===== src/rtl/uart_tx_engine_if.sv =====
// Producer-side bus of the UART transmit engine: word, per-frame config and
// the registered serial line plus status flags.
interface uart_tx_engine_if #(
    parameter int unsigned DATA_WIDTH     = 8,
    parameter int unsigned PRESCALE_WIDTH = 16
);
    logic [DATA_WIDTH-1:0]     data_in;
    logic                      data_valid;
    logic                      par_en;
    logic                      par_typ;
    logic                      two_stop;
    logic [PRESCALE_WIDTH-1:0] prescale;
    logic                      tx_out;
    logic                      busy;
    logic                      done;

    modport master (
        output data_in, data_valid, par_en, par_typ, two_stop, prescale,
        input  tx_out, busy, done
    );

    modport slave (
        input  data_in, data_valid, par_en, par_typ, two_stop, prescale,
        output tx_out, busy, done
    );
endinterface


===== src/rtl/uart_tx_engine.sv =====
// UART transmit engine: frame FSM, LSB-first serializer, parity generator and
// per-bit baud divider; configuration is captured when a word is accepted.
module uart_tx_engine #(
    parameter int unsigned DATA_WIDTH     = 8,
    parameter int unsigned PRESCALE_WIDTH = 16
) (
    input  logic               clk,
    input  logic               rst,
    uart_tx_engine_if.slave    bus
);
    localparam int unsigned CNT_W = (DATA_WIDTH > 1) ? $clog2(DATA_WIDTH) : 1;
    localparam int unsigned PW    = PRESCALE_WIDTH;

    typedef enum logic [2:0] {
        S_IDLE,
        S_START,
        S_DATA,
        S_PARITY,
        S_STOP1,
        S_STOP2
    } state_t;

    state_t                r_state;
    logic [DATA_WIDTH-1:0] r_shift;
    logic [CNT_W-1:0]      r_bit_cnt;
    logic [PW-1:0]         r_baud;
    logic [PW-1:0]         r_presc_m1;
    logic                  r_par_en;
    logic                  r_two_stop;
    logic                  r_par_bit;
    logic                  r_tx;
    logic                  r_busy;
    logic                  r_done;

    logic [PW-1:0]         w_presc_m1;
    logic                  w_parity;
    logic                  w_bit_end;

    // A prescale of 0 behaves like 1, so the terminal count saturates at 0.
    assign w_presc_m1 = (bus.prescale == '0) ? '0 : bus.prescale - PW'(1);
    assign w_parity   = (^bus.data_in) ^ bus.par_typ;
    assign w_bit_end  = (r_baud == r_presc_m1);

    always_ff @(posedge clk or posedge rst) begin
        if (rst) begin
            r_state    <= S_IDLE;
            r_shift    <= '0;
            r_bit_cnt  <= '0;
            r_baud     <= '0;
            r_presc_m1 <= '0;
            r_par_en   <= 1'b0;
            r_two_stop <= 1'b0;
            r_par_bit  <= 1'b0;
            r_tx       <= 1'b1;
            r_busy     <= 1'b0;
            r_done     <= 1'b0;
        end else begin
            r_done <= 1'b0;
            case (r_state)
                S_IDLE: begin
                    r_tx   <= 1'b1;
                    r_busy <= 1'b0;
                    r_baud <= '0;
                    if (bus.data_valid) begin
                        r_shift    <= bus.data_in;
                        r_par_en   <= bus.par_en;
                        r_two_stop <= bus.two_stop;
                        r_par_bit  <= w_parity;
                        r_presc_m1 <= w_presc_m1;
                        r_bit_cnt  <= '0;
                        r_tx       <= 1'b0;
                        r_busy     <= 1'b1;
                        r_state    <= S_START;
                    end
                end
                default: begin
                    if (!w_bit_end) begin
                        r_baud <= r_baud + PW'(1);
                    end else begin
                        r_baud <= '0;
                        // Each case drives the line value of the next bit period.
                        case (r_state)
                            S_START: begin
                                r_tx      <= r_shift[0];
                                r_shift   <= r_shift >> 1;
                                r_bit_cnt <= '0;
                                r_state   <= S_DATA;
                            end
                            S_DATA: begin
                                if (r_bit_cnt == CNT_W'(DATA_WIDTH - 1)) begin
                                    if (r_par_en) begin
                                        r_tx    <= r_par_bit;
                                        r_state <= S_PARITY;
                                    end else begin
                                        r_tx    <= 1'b1;
                                        r_state <= S_STOP1;
                                    end
                                end else begin
                                    r_tx      <= r_shift[0];
                                    r_shift   <= r_shift >> 1;
                                    r_bit_cnt <= r_bit_cnt + CNT_W'(1);
                                end
                            end
                            S_PARITY: begin
                                r_tx    <= 1'b1;
                                r_state <= S_STOP1;
                            end
                            S_STOP1: begin
                                r_tx <= 1'b1;
                                if (r_two_stop) begin
                                    r_state <= S_STOP2;
                                end else begin
                                    r_busy  <= 1'b0;
                                    r_done  <= 1'b1;
                                    r_state <= S_IDLE;
                                end
                            end
                            default: begin
                                r_tx    <= 1'b1;
                                r_busy  <= 1'b0;
                                r_done  <= 1'b1;
                                r_state <= S_IDLE;
                            end
                        endcase
                    end
                end
            endcase
        end
    end

    assign bus.tx_out = r_tx;
    assign bus.busy   = r_busy;
    assign bus.done   = r_done;
endmodule


===== src/flat_wrapper.sv =====
// flat-port wrapper written by rule: the top's interface ports become plain ports
module uart_tx_engine_flat 
#(
    parameter int unsigned DATA_WIDTH     = 8,
    parameter int unsigned PRESCALE_WIDTH = 16
)
  (clk, rst, bus_data_in, bus_data_valid, bus_par_en, bus_par_typ, bus_two_stop, bus_prescale, bus_tx_out, bus_busy, bus_done);
  uart_tx_engine_if #(.DATA_WIDTH(DATA_WIDTH), .PRESCALE_WIDTH(PRESCALE_WIDTH)) bus_i ();
  input  logic clk;
  input  logic rst;
  input wire logic [$bits(bus_i.data_in)-1:0] bus_data_in;
  input wire logic [$bits(bus_i.data_valid)-1:0] bus_data_valid;
  input wire logic [$bits(bus_i.par_en)-1:0] bus_par_en;
  input wire logic [$bits(bus_i.par_typ)-1:0] bus_par_typ;
  input wire logic [$bits(bus_i.two_stop)-1:0] bus_two_stop;
  input wire logic [$bits(bus_i.prescale)-1:0] bus_prescale;
  output wire logic [$bits(bus_i.tx_out)-1:0] bus_tx_out;
  output wire logic [$bits(bus_i.busy)-1:0] bus_busy;
  output wire logic [$bits(bus_i.done)-1:0] bus_done;
  assign bus_i.data_in = bus_data_in;
  assign bus_i.data_valid = bus_data_valid;
  assign bus_i.par_en = bus_par_en;
  assign bus_i.par_typ = bus_par_typ;
  assign bus_i.two_stop = bus_two_stop;
  assign bus_i.prescale = bus_prescale;
  assign bus_tx_out = bus_i.tx_out;
  assign bus_busy = bus_i.busy;
  assign bus_done = bus_i.done;
  uart_tx_engine #(.DATA_WIDTH(DATA_WIDTH), .PRESCALE_WIDTH(PRESCALE_WIDTH)) u_core (.clk(clk), .rst(rst), .bus(bus_i));
endmodule

===== config.mk =====
export PLATFORM = sky130hd
export DESIGN_NAME = uart_tx_engine_flat
export DESIGN_NICKNAME = d
export VERILOG_FILES = /design/src/rtl/uart_tx_engine_if.sv /design/src/rtl/uart_tx_engine.sv /design/src/flat_wrapper.sv
export SDC_FILE = /design/constraint.sdc
export NUM_CORES = 1
export LEC_CHECK = 0
export ABC_AREA = 1
export CAP_MARGIN = 20
export CORE_MARGIN = 2
export CORE_UTILIZATION = 55
export DETAILED_ROUTE_END_ITERATION = 7
export PLACE_DENSITY = 0.84
export SYNTH_ARGS = -nofsm -noshare
export SYNTH_HDL_FRONTEND = slang
export SYNTH_SLANG_ARGS = --single-unit

===== constraint.sdc =====
create_clock -name clk -period 3.9 [get_ports clk]
set_clock_uncertainty 0.15 [all_clocks]
set_input_delay 0.78 -clock clk [delete_from_list [all_inputs] [get_ports clk]]
set_output_delay 0.78 -clock clk [all_outputs]
set_load 0.01 [all_outputs]

==> summary.md, run 1 <==
• 0 — number of cells upsized or downsized after cts
• sky130_fd_sc_hd__nand2_1 (142), sky130_fd_sc_hd__inv_1 (63), sky130_fd_sc_hd__dfrtp_1 (51) — top post-synthesis cells by count
• 3.30% — M3 GR Usage
• 539 — non-filler cells, final
• 79.2 µm — horizontal die dimension
• 11,900 µm — global-route wire length before repair
• 468 — net count after synthesis
• complete, no violations — result of the run
• 0 — number of setup buffers added after CTS
• 872 ps — worst setup slack before clock tree synthesis
• 0 — antenna diode instance count
• sky130_fd_sc_hd__dfrtp_1 — flip-flop cell with the highest count after synthesis
• 0.000877 W — Switching Power
• 2790 ps — WP data arrival
• 1140 ps — minimum setup slack in the final design
• 33 — number of top-level pins
• 40.9% — switching share of power
• 0 — Post-synth EDFFs
• 300 ps — clock latency of the later-clocked register in the worst-skew pair
• 2,780 — via count of the first global-routing pass
• 100 ps — clock-pin slew on the worst setup and hold paths
• 0.00627 mm² — area of the die
• 39.7% — met2 capacity usage during global routing
• 2,807 — via count
• 593 mW/mm² — power density cells
• 1.78 nW — leak pwr
• 57.5% — worst relative slew slack
• 6970 µm — detailed-route wire length
• false — RSZ-0062 raised after global routing
• done — TritonCTS clock tree
• 2760 ps — minimum clock period after layout
• 0 — number of max-cap violations
• 0 — final hold violation count
• 23.6% — GRT Util Overall
• 34.2% — simple-gate share of the synthesized area
• 0 — Post-CTS Hold Fix Bufs
• 0 — grt ovf
• 42.1% — power share of the combinational group
• 0 ps — sum of negative setup slack
• 52 — number of clock sinks
• 0 — number of failing setup endpoints in the final timing report
• 7.16 µm² — mean instance size in the synthesized netlist
• 19.0% — clock group share of total power
• 53 — maximum number of pins on one net before global-route repair
• 0.00311 mm² — Post-Synthesis Cell Area
• 0 — number of antenna violations at the first check in global routing
• primary input — CP startpoint kind
• 38.8% — share of total power in sequential cells
• 31.4% — met1 GRT Util
• reg -> reg — worst hold path type
• 12.9 µm — drt wl/cell
• 2 — H-tree Lvls
• 0.00127 W — Internal Pwr Total
• 52 — Synth Register Bits
• 5 — clock buffer count from CTS
• 0.363 GHz — Max Fclk
• 491 — count of filler cells inserted in the layout
• 637 ps — Least-Margin Pin Slew
• 0% — mux cell area share after synthesis
• register — capturing element type of the critical path
• 70.7% — Period Utilization, post-route
• 1.61% — adder and majority cell fraction of the synthesized area
• sky130_fd_sc_hd__dfrtp_1 (41%), sky130_fd_sc_hd__nand2_1 (17%), sky130_fd_sc_hd__inv_1 (7.6%), sky130_fd_sc_hd__nor2_1 (5.8%), sky130_fd_sc_hd__xor2_1 (3.9%) — largest cells by area after synthesis
• 0 — number of nets still failing antenna checks after routing
• simple AND/OR/NAND/NOR gates — largest family of logic cells by synthesized area
• 32 — synth unique cells
• 0 — final routed DRC violation total
• 0.829 — GPL Wtd Cong
• 6.52% — Compound-Gate Fraction of Synth Area
• 41.9% — fraction of the yosys area taken by sequential cells
• 500 — number of nets at the end of the flow
• sky130_fd_sc_hd__clkbuf_8 — clock root buffer master
• 4950 µm — placed wire-length estimate
• 0 — Final Max Slew Viols
• 3930 ps — worst endpoint required time
• 32 — IO buf count
• 66.0% — share of the core filled with cells
• 56.8% — initial core utilization
• 530 — number of placed instances with taps included
• sky130_fd_sc_hd__nand2_1 — most numerous cell in the Yosys netlist
• 2 — clk buf depth
• 16.3% — area growth from synthesis to layout
• in -> reg — type of the worst setup path
• 0.00547 mm² — Core ar.
• 100% — Async SR Flop Fraction
• 5.92% — xor/xnor share of the synthesized area
• 79.2 µm — height of the die
• sky130_fd_sc_hd__dfrtp_1 — area leader, netlist
• 5.21 — vias per std cell
• 0 — number of warnings printed during yosys synthesis
• 4 — detailed-routing iteration count for the pre-antenna-repair pass
• 434 — Post-Synthesis Cells
• 374 µV — VDD IR max
• met2 — highest-utilization routing layer at the global route stage
• 27 — # rows
• 15 — maximum fanout along the worst path
• 159 — initial detailed-routing violation count
• 41.0% — proportion of netlist area held by the largest area contributor
• 4.71% — share of layout cells above drive strength 1
## critical path: stages
cell and delay [ps]:
sky130_fd_sc_hd__clkdlybuf4s50_1 420, sky130_fd_sc_hd__inv_1 110, sky130_fd_sc_hd__ha_1 200, sky130_fd_sc_hd__nand2_1 120, sky130_fd_sc_hd__nor2_4 160, sky130_fd_sc_hd__nand3_1 140
sky130_fd_sc_hd__o21ai_2 530, sky130_fd_sc_hd__inv_1 140, sky130_fd_sc_hd__nand3_1 110, sky130_fd_sc_hd__o21ai_0 100
## routing by layer
layer | vias to the layer above | part of all wire [%]
li1 | 1420 | -
met1 | 1319 | 47
met2 | 56 | 49
met3 | 12 | 3.3
met4 | 0 | 1.6
met5 | - | 0
## power groups by stage
stage                     registers (W)  clock network [W]  logic [W]
after CTS                      0.000829           0.000409   0.000896
after detailed placement       0.000837                  0   0.000891
after floorplan                0.000812                  0   0.000709
after global placement         0.000832                  0   0.000859
final                          0.000832           0.000408   0.000903
after global routing           0.000853           0.000435    0.00103
## placed cells by master, fill, tap and decap left out
cell	n
sky130_fd_sc_hd__a21oi_1	7
sky130_fd_sc_hd__ha_1	4
sky130_fd_sc_hd__nand2_1	142
sky130_fd_sc_hd__nand2_4	1
sky130_fd_sc_hd__nor2_2	2
sky130_fd_sc_hd__inv_1	62
sky130_fd_sc_hd__a31oi_1	1
sky130_fd_sc_hd__inv_2	2
sky130_fd_sc_hd__nor3b_1	5
sky130_fd_sc_hd__o22ai_1	14
sky130_fd_sc_hd__buf_4	2
sky130_fd_sc_hd__nor4_1	1
sky130_fd_sc_hd__dfstp_2	1
sky130_fd_sc_hd__nand2_2	1
sky130_fd_sc_hd__bufinv_16	1
sky130_fd_sc_hd__xnor2_1	7
sky130_fd_sc_hd__nand3b_1	3
sky130_fd_sc_hd__dfrtp_1	51
sky130_fd_sc_hd__xor2_1	14
sky130_fd_sc_hd__or2_2	1
sky130_fd_sc_hd__o211ai_1	2
sky130_fd_sc_hd__clkdlybuf4s50_1	32
sky130_fd_sc_hd__nor2_1	48
sky130_fd_sc_hd__o21ai_2	1
sky130_fd_sc_hd__o21ai_0	10
sky130_fd_sc_hd__clkbuf_8	7
sky130_fd_sc_hd__nand4_1	12
sky130_fd_sc_hd__or2_1	1
sky130_fd_sc_hd__nand3_2	1
sky130_fd_sc_hd__buf_12	1
sky130_fd_sc_hd__nor2_4	1
sky130_fd_sc_hd__nor3_1	9
sky130_fd_sc_hd__nand3_1	20
## worst paths after layout
path | startpoint | end | slack, ps | cells past startpoint
worst max-delay path | bus_prescale[0] | u_core.r_presc_m1[13]$_DFFE_PP0P_ | 1140 | 10
worst min-delay path | u_core.r_shift[1]$_DFFE_PP0P_ | u_core.r_shift[1]$_DFFE_PP0P_ | 330 | 2
worst max register to register | u_core.r_state[0]$_DFFE_PP0P_ | u_core.r_presc_m1[15]$_DFFE_PP0P_ | 1320 | 7
worst min register to register | u_core.r_shift[1]$_DFFE_PP0P_ | u_core.r_shift[1]$_DFFE_PP0P_ | 330 | 2
max in group asynchronous | rst | u_core.bus.tx_out$_DFFE_PP1P_ | 2340 | 3
min in group asynchronous | rst | u_core.r_baud[1]$_DFF_PP0_ | 660 | 2
## layout make-up
class	instances	area, µm²	area share, %
multi-input combinational	308	1500	41.5
sequential	52	1300	36.0
timing repair buffer	35	355	9.83
inverter	64	240	6.65
clock buffer	7	96.3	2.67
tap	72	90.1	2.49
clock inverter	1	30.0	0.831
## through the flow
step                area, µm²  hold slack [ps]  total power (W)
floorplan                3110              292          0.00152
global placement         3470              304          0.00169
detailed placement       3470              309          0.00173
CTS                      3590              333          0.00213
global route             3610              354          0.00232
finish                   3610              331          0.00214
## flip-flops by register name (all words and copies together) (netlist names)
name,count
u_core.bus.busy,1
u_core.r_state,3
u_core.r_two_stop,1
u_core.bus.tx_out,1
u_core.r_par_en,1
u_core.r_baud,16
u_core.r_presc_m1,16
u_core.r_par_bit,1
u_core.r_shift,8
u_core.bus.done,1
u_core.r_bit_cnt,3
## cells by family after synthesis
| logic type | after synthesis |
|---|---|
| simple gates | 248 |
| buf+inv | 74 |
| flops | 52 |
| compound gates | 35 |
| xor+xnor | 21 |
| fa+ha+maj | 4 |
(Power assumes the default switching activity.)
==> run 2: changes to the inputs <==
- clock period: 3.9 -> 2.7 ns (I/O delays scaled with it)
==> run 2 against run 1 <==
  * Register-to-register slack worse by 820 ps
  * Routed wire length fell by 2.1%
  * Final area is 0.45% higher
  * Via count decreased by 0.82%
==> summary.md, run 2 (synthesized netlist as in run 1, its figures left out) <==
• complete, no violations — result of the run
• 0.00350 mm² — instance area at placement, +0.87%
• 0.789 — GPL Wtd Cong, -4.8%
• 2740 ps — worst endpoint required time, -1190 ps
• sky130_fd_sc_hd__dfrtp_1 — slowest cell on the critical path
• 0.00190 W — Internal Pwr Total, +50%
• done — TritonCTS clock tree
• 11,900 µm — global-route wire length before repair, -0.23%
• 79.2 µm — horizontal die dimension, unchanged
• 33 — number of top-level pins, unchanged
• 16.8% — area growth from synthesis to layout
• 39.8% — switching share of power, -1.1 points
• 56.8% — worst relative slew slack, -0.74 points
• 0.00363 mm² — cell area after layout, +0.45%
• 0.00627 mm² — area of the die, unchanged
• 79.2 µm — height of the die, unchanged
• 256 ps — worst setup slack before clock tree synthesis, -616 ps
• 2,714 — via count of the first global-routing pass, -2.4%
• 0 — number of nets still failing antenna checks after routing, unchanged
• 310 ps — clock latency of the later-clocked register in the worst-skew pair, about the same
• sky130_fd_sc_hd__nand2_1 (142), sky130_fd_sc_hd__inv_1 (62), sky130_fd_sc_hd__dfrtp_1 (51) — commonest non-fill, non-tap cells in the layout
• register — CP startpoint kind
• 32 — IO buf count, unchanged
• register — capturing element type of the critical path
• reg -> reg — type of the worst setup path
• sky130_fd_sc_hd__nand2_1 — most common cell after layout, fill and taps aside
• 53 — maximum number of pins on one net before global-route repair, unchanged
• 2 — total buffers and inverters traversed by the critical path, -1
• 5 — clock buffer count from CTS, unchanged
• 6820 µm — detailed-route wire length, -2.1%
• 38.1% — share of total power in sequential cells, -0.7 points
• 56.8% — initial core utilization, unchanged
• 0.00547 mm² — Core ar., unchanged
• 867 mW/mm² — power density cells, +46%
• 0 ps — sum of negative setup slack, unchanged
• 5.14 — vias per std cell, -1.4%
• sky130_fd_sc_hd__clkbuf_8 — clock root buffer master
• reg -> reg — worst hold path type
• 0.455 GHz — Max Fclk
• 0.00130 mm² — area taken by flip-flops and latches, unchanged
• 156 — initial detailed-routing violation count, -1.9%
• 90 ps — clock-pin slew on the worst setup and hold paths, about the same
• sky130_fd_sc_hd__nand2_1 — most frequent CP cell
• 0 — antenna diode instance count, unchanged
• 1.80 nW — leak pwr, +0.61%
• 14 — maximum fanout along the worst path, -1
• 5.11% — share of layout cells above drive strength 1, +0.40 points
• 12.6 µm — drt wl/cell, -2.7%
• 0 — number of setup buffers added after CTS, unchanged
• 0 — number of antenna violations at the first check in global routing, unchanged
• 52 — number of clock sinks, unchanged
• 2 — H-tree Lvls, unchanged
• 0 — final hold violation count, unchanged
• 0 — final routed DRC violation total, unchanged
• nor2_1, nand2_1, inv_1, nand2_1, o21ai_0, inv_1, nand2_1, nand2_1, o21ai_0 — crit-path cells
• 2 — clk buf depth, unchanged
• 5 — detailed-routing iteration count for the pre-antenna-repair pass, +1
• 449 µV — VDD IR max, +20%
• 23.7% — GRT Util Overall, +0.074 points
• 501 ps — minimum setup slack in the final design, -643 ps
• 81.4% — Period Utilization, post-route
• u_core.r_baud (16), u_core.r_presc_m1 (16), u_core.r_shift (8) — registers with the most flip-flops
• 0 — Post-CTS Hold Fix Bufs, unchanged
• 0 — number of max-cap violations, unchanged
• 27 — # rows, unchanged
• 0 — number of cells upsized or downsized after cts, unchanged
• 0 — Final Max Slew Viols, unchanged
• simple AND/OR/NAND/NOR gates — CP top delay family
• 2240 ps — WP data arrival, -550 ps
• 2,784 — via count, -0.82%
• 19.8% — clock group share of total power, +0.8 points
• false — RSZ-0062 raised after global routing
• 2200 ps — minimum clock period after layout
• 487 — count of filler cells inserted in the layout, -0.81%
• 0 — number of failing setup endpoints in the final timing report, unchanged
• 0.00125 W — Switching Power, +43%
• 334 ps — worst hold slack after final layout, +2.95 ps
• 420 ps — delay of the slowest critical-path stage, -110 ps
• 503 — number of nets at the end of the flow, +0.60%
• 42.1% — power share of the combinational group, about the same
• 5010 µm — placed wire-length estimate, +1.3%
• 0 — grt ovf, unchanged
• 648 ps — Least-Margin Pin Slew, +11.2 ps
• 0.00150 mm² — area taken by multi-input logic gates, unchanged
==> run 2: path summary, 6_finish.rpt <==
kind / slack [ps] / startpoint / cells after the start / endpoint
setup / recovery: 500 / u_core.r_state[0]$_DFFE_PP0P_ / 9 / u_core.r_state[1]$_DFFE_PP0P_
hold / removal: 330 / u_core.r_shift[5]$_DFFE_PP0P_ / 2 / u_core.r_shift[5]$_DFFE_PP0P_
setup reg to reg: 500 / u_core.r_state[0]$_DFFE_PP0P_ / 9 / u_core.r_state[1]$_DFFE_PP0P_
hold reg to reg: 330 / u_core.r_shift[5]$_DFFE_PP0P_ / 2 / u_core.r_shift[5]$_DFFE_PP0P_
max in group asynchronous: 1390 / rst / 3 / u_core.r_baud[11]$_DFF_PP0_
min in group asynchronous: 580 / rst / 3 / u_core.r_baud[0]$_DFF_PP0_
==> run 2: per-layer routing <==
| metal | GRT usage [%] | up-vias | wire (µm) |
|---|---|---|---|
| met1 | 31.6 | 1294 | 3200 |
| met5 | 0 | - | 0 |
| met2 | 40.3 | 43 | 3310 |
| met4 | 6.72 | 0 | 91 |
| met3 | 3.52 | 9 | 221 |
| li1 | - | 1438 | - |
==> run 2: area by class of cell <==
cell class | count | area share, %
clock buffer | 6 | 2.00
clock inverter | 2 | 1.65
inverter | 64 | 6.62
multi-input combinational | 308 | 41.3
sequential | 52 | 35.9
tap | 72 | 2.48
timing repair buffer | 38 | 10.1
==> run 2: tightest hold or removal path, stage by stage, from the launching register on <==
cell and delay, ps:
sky130_fd_sc_hd__dfrtp_1 350, sky130_fd_sc_hd__nand2_1 50, sky130_fd_sc_hd__nand2_1 50
==> run 2: power by group through the flow <==
stage	clock (W)	combinational (W)	sequential, W
after floorplan	0	0.00102	0.00117
after global placement	0	0.00126	0.00120
after detailed placement	0	0.00131	0.00121
after CTS	0.000629	0.00132	0.00120
after global routing	0.000669	0.00152	0.00123
final	0.000623	0.00132	0.00120
==> run 2: through the flow <==
stage	instances	total power, W	util, %
2_1_floorplan	434	0.00220	-
3_3_place_gp	534	0.00246	63.9
3_5_place_dp	534	0.00252	63.9
4_1_cts	542	0.00315	66.3
5_1_grt	542	0.00342	66.3
6_report	542	0.00315	66.3
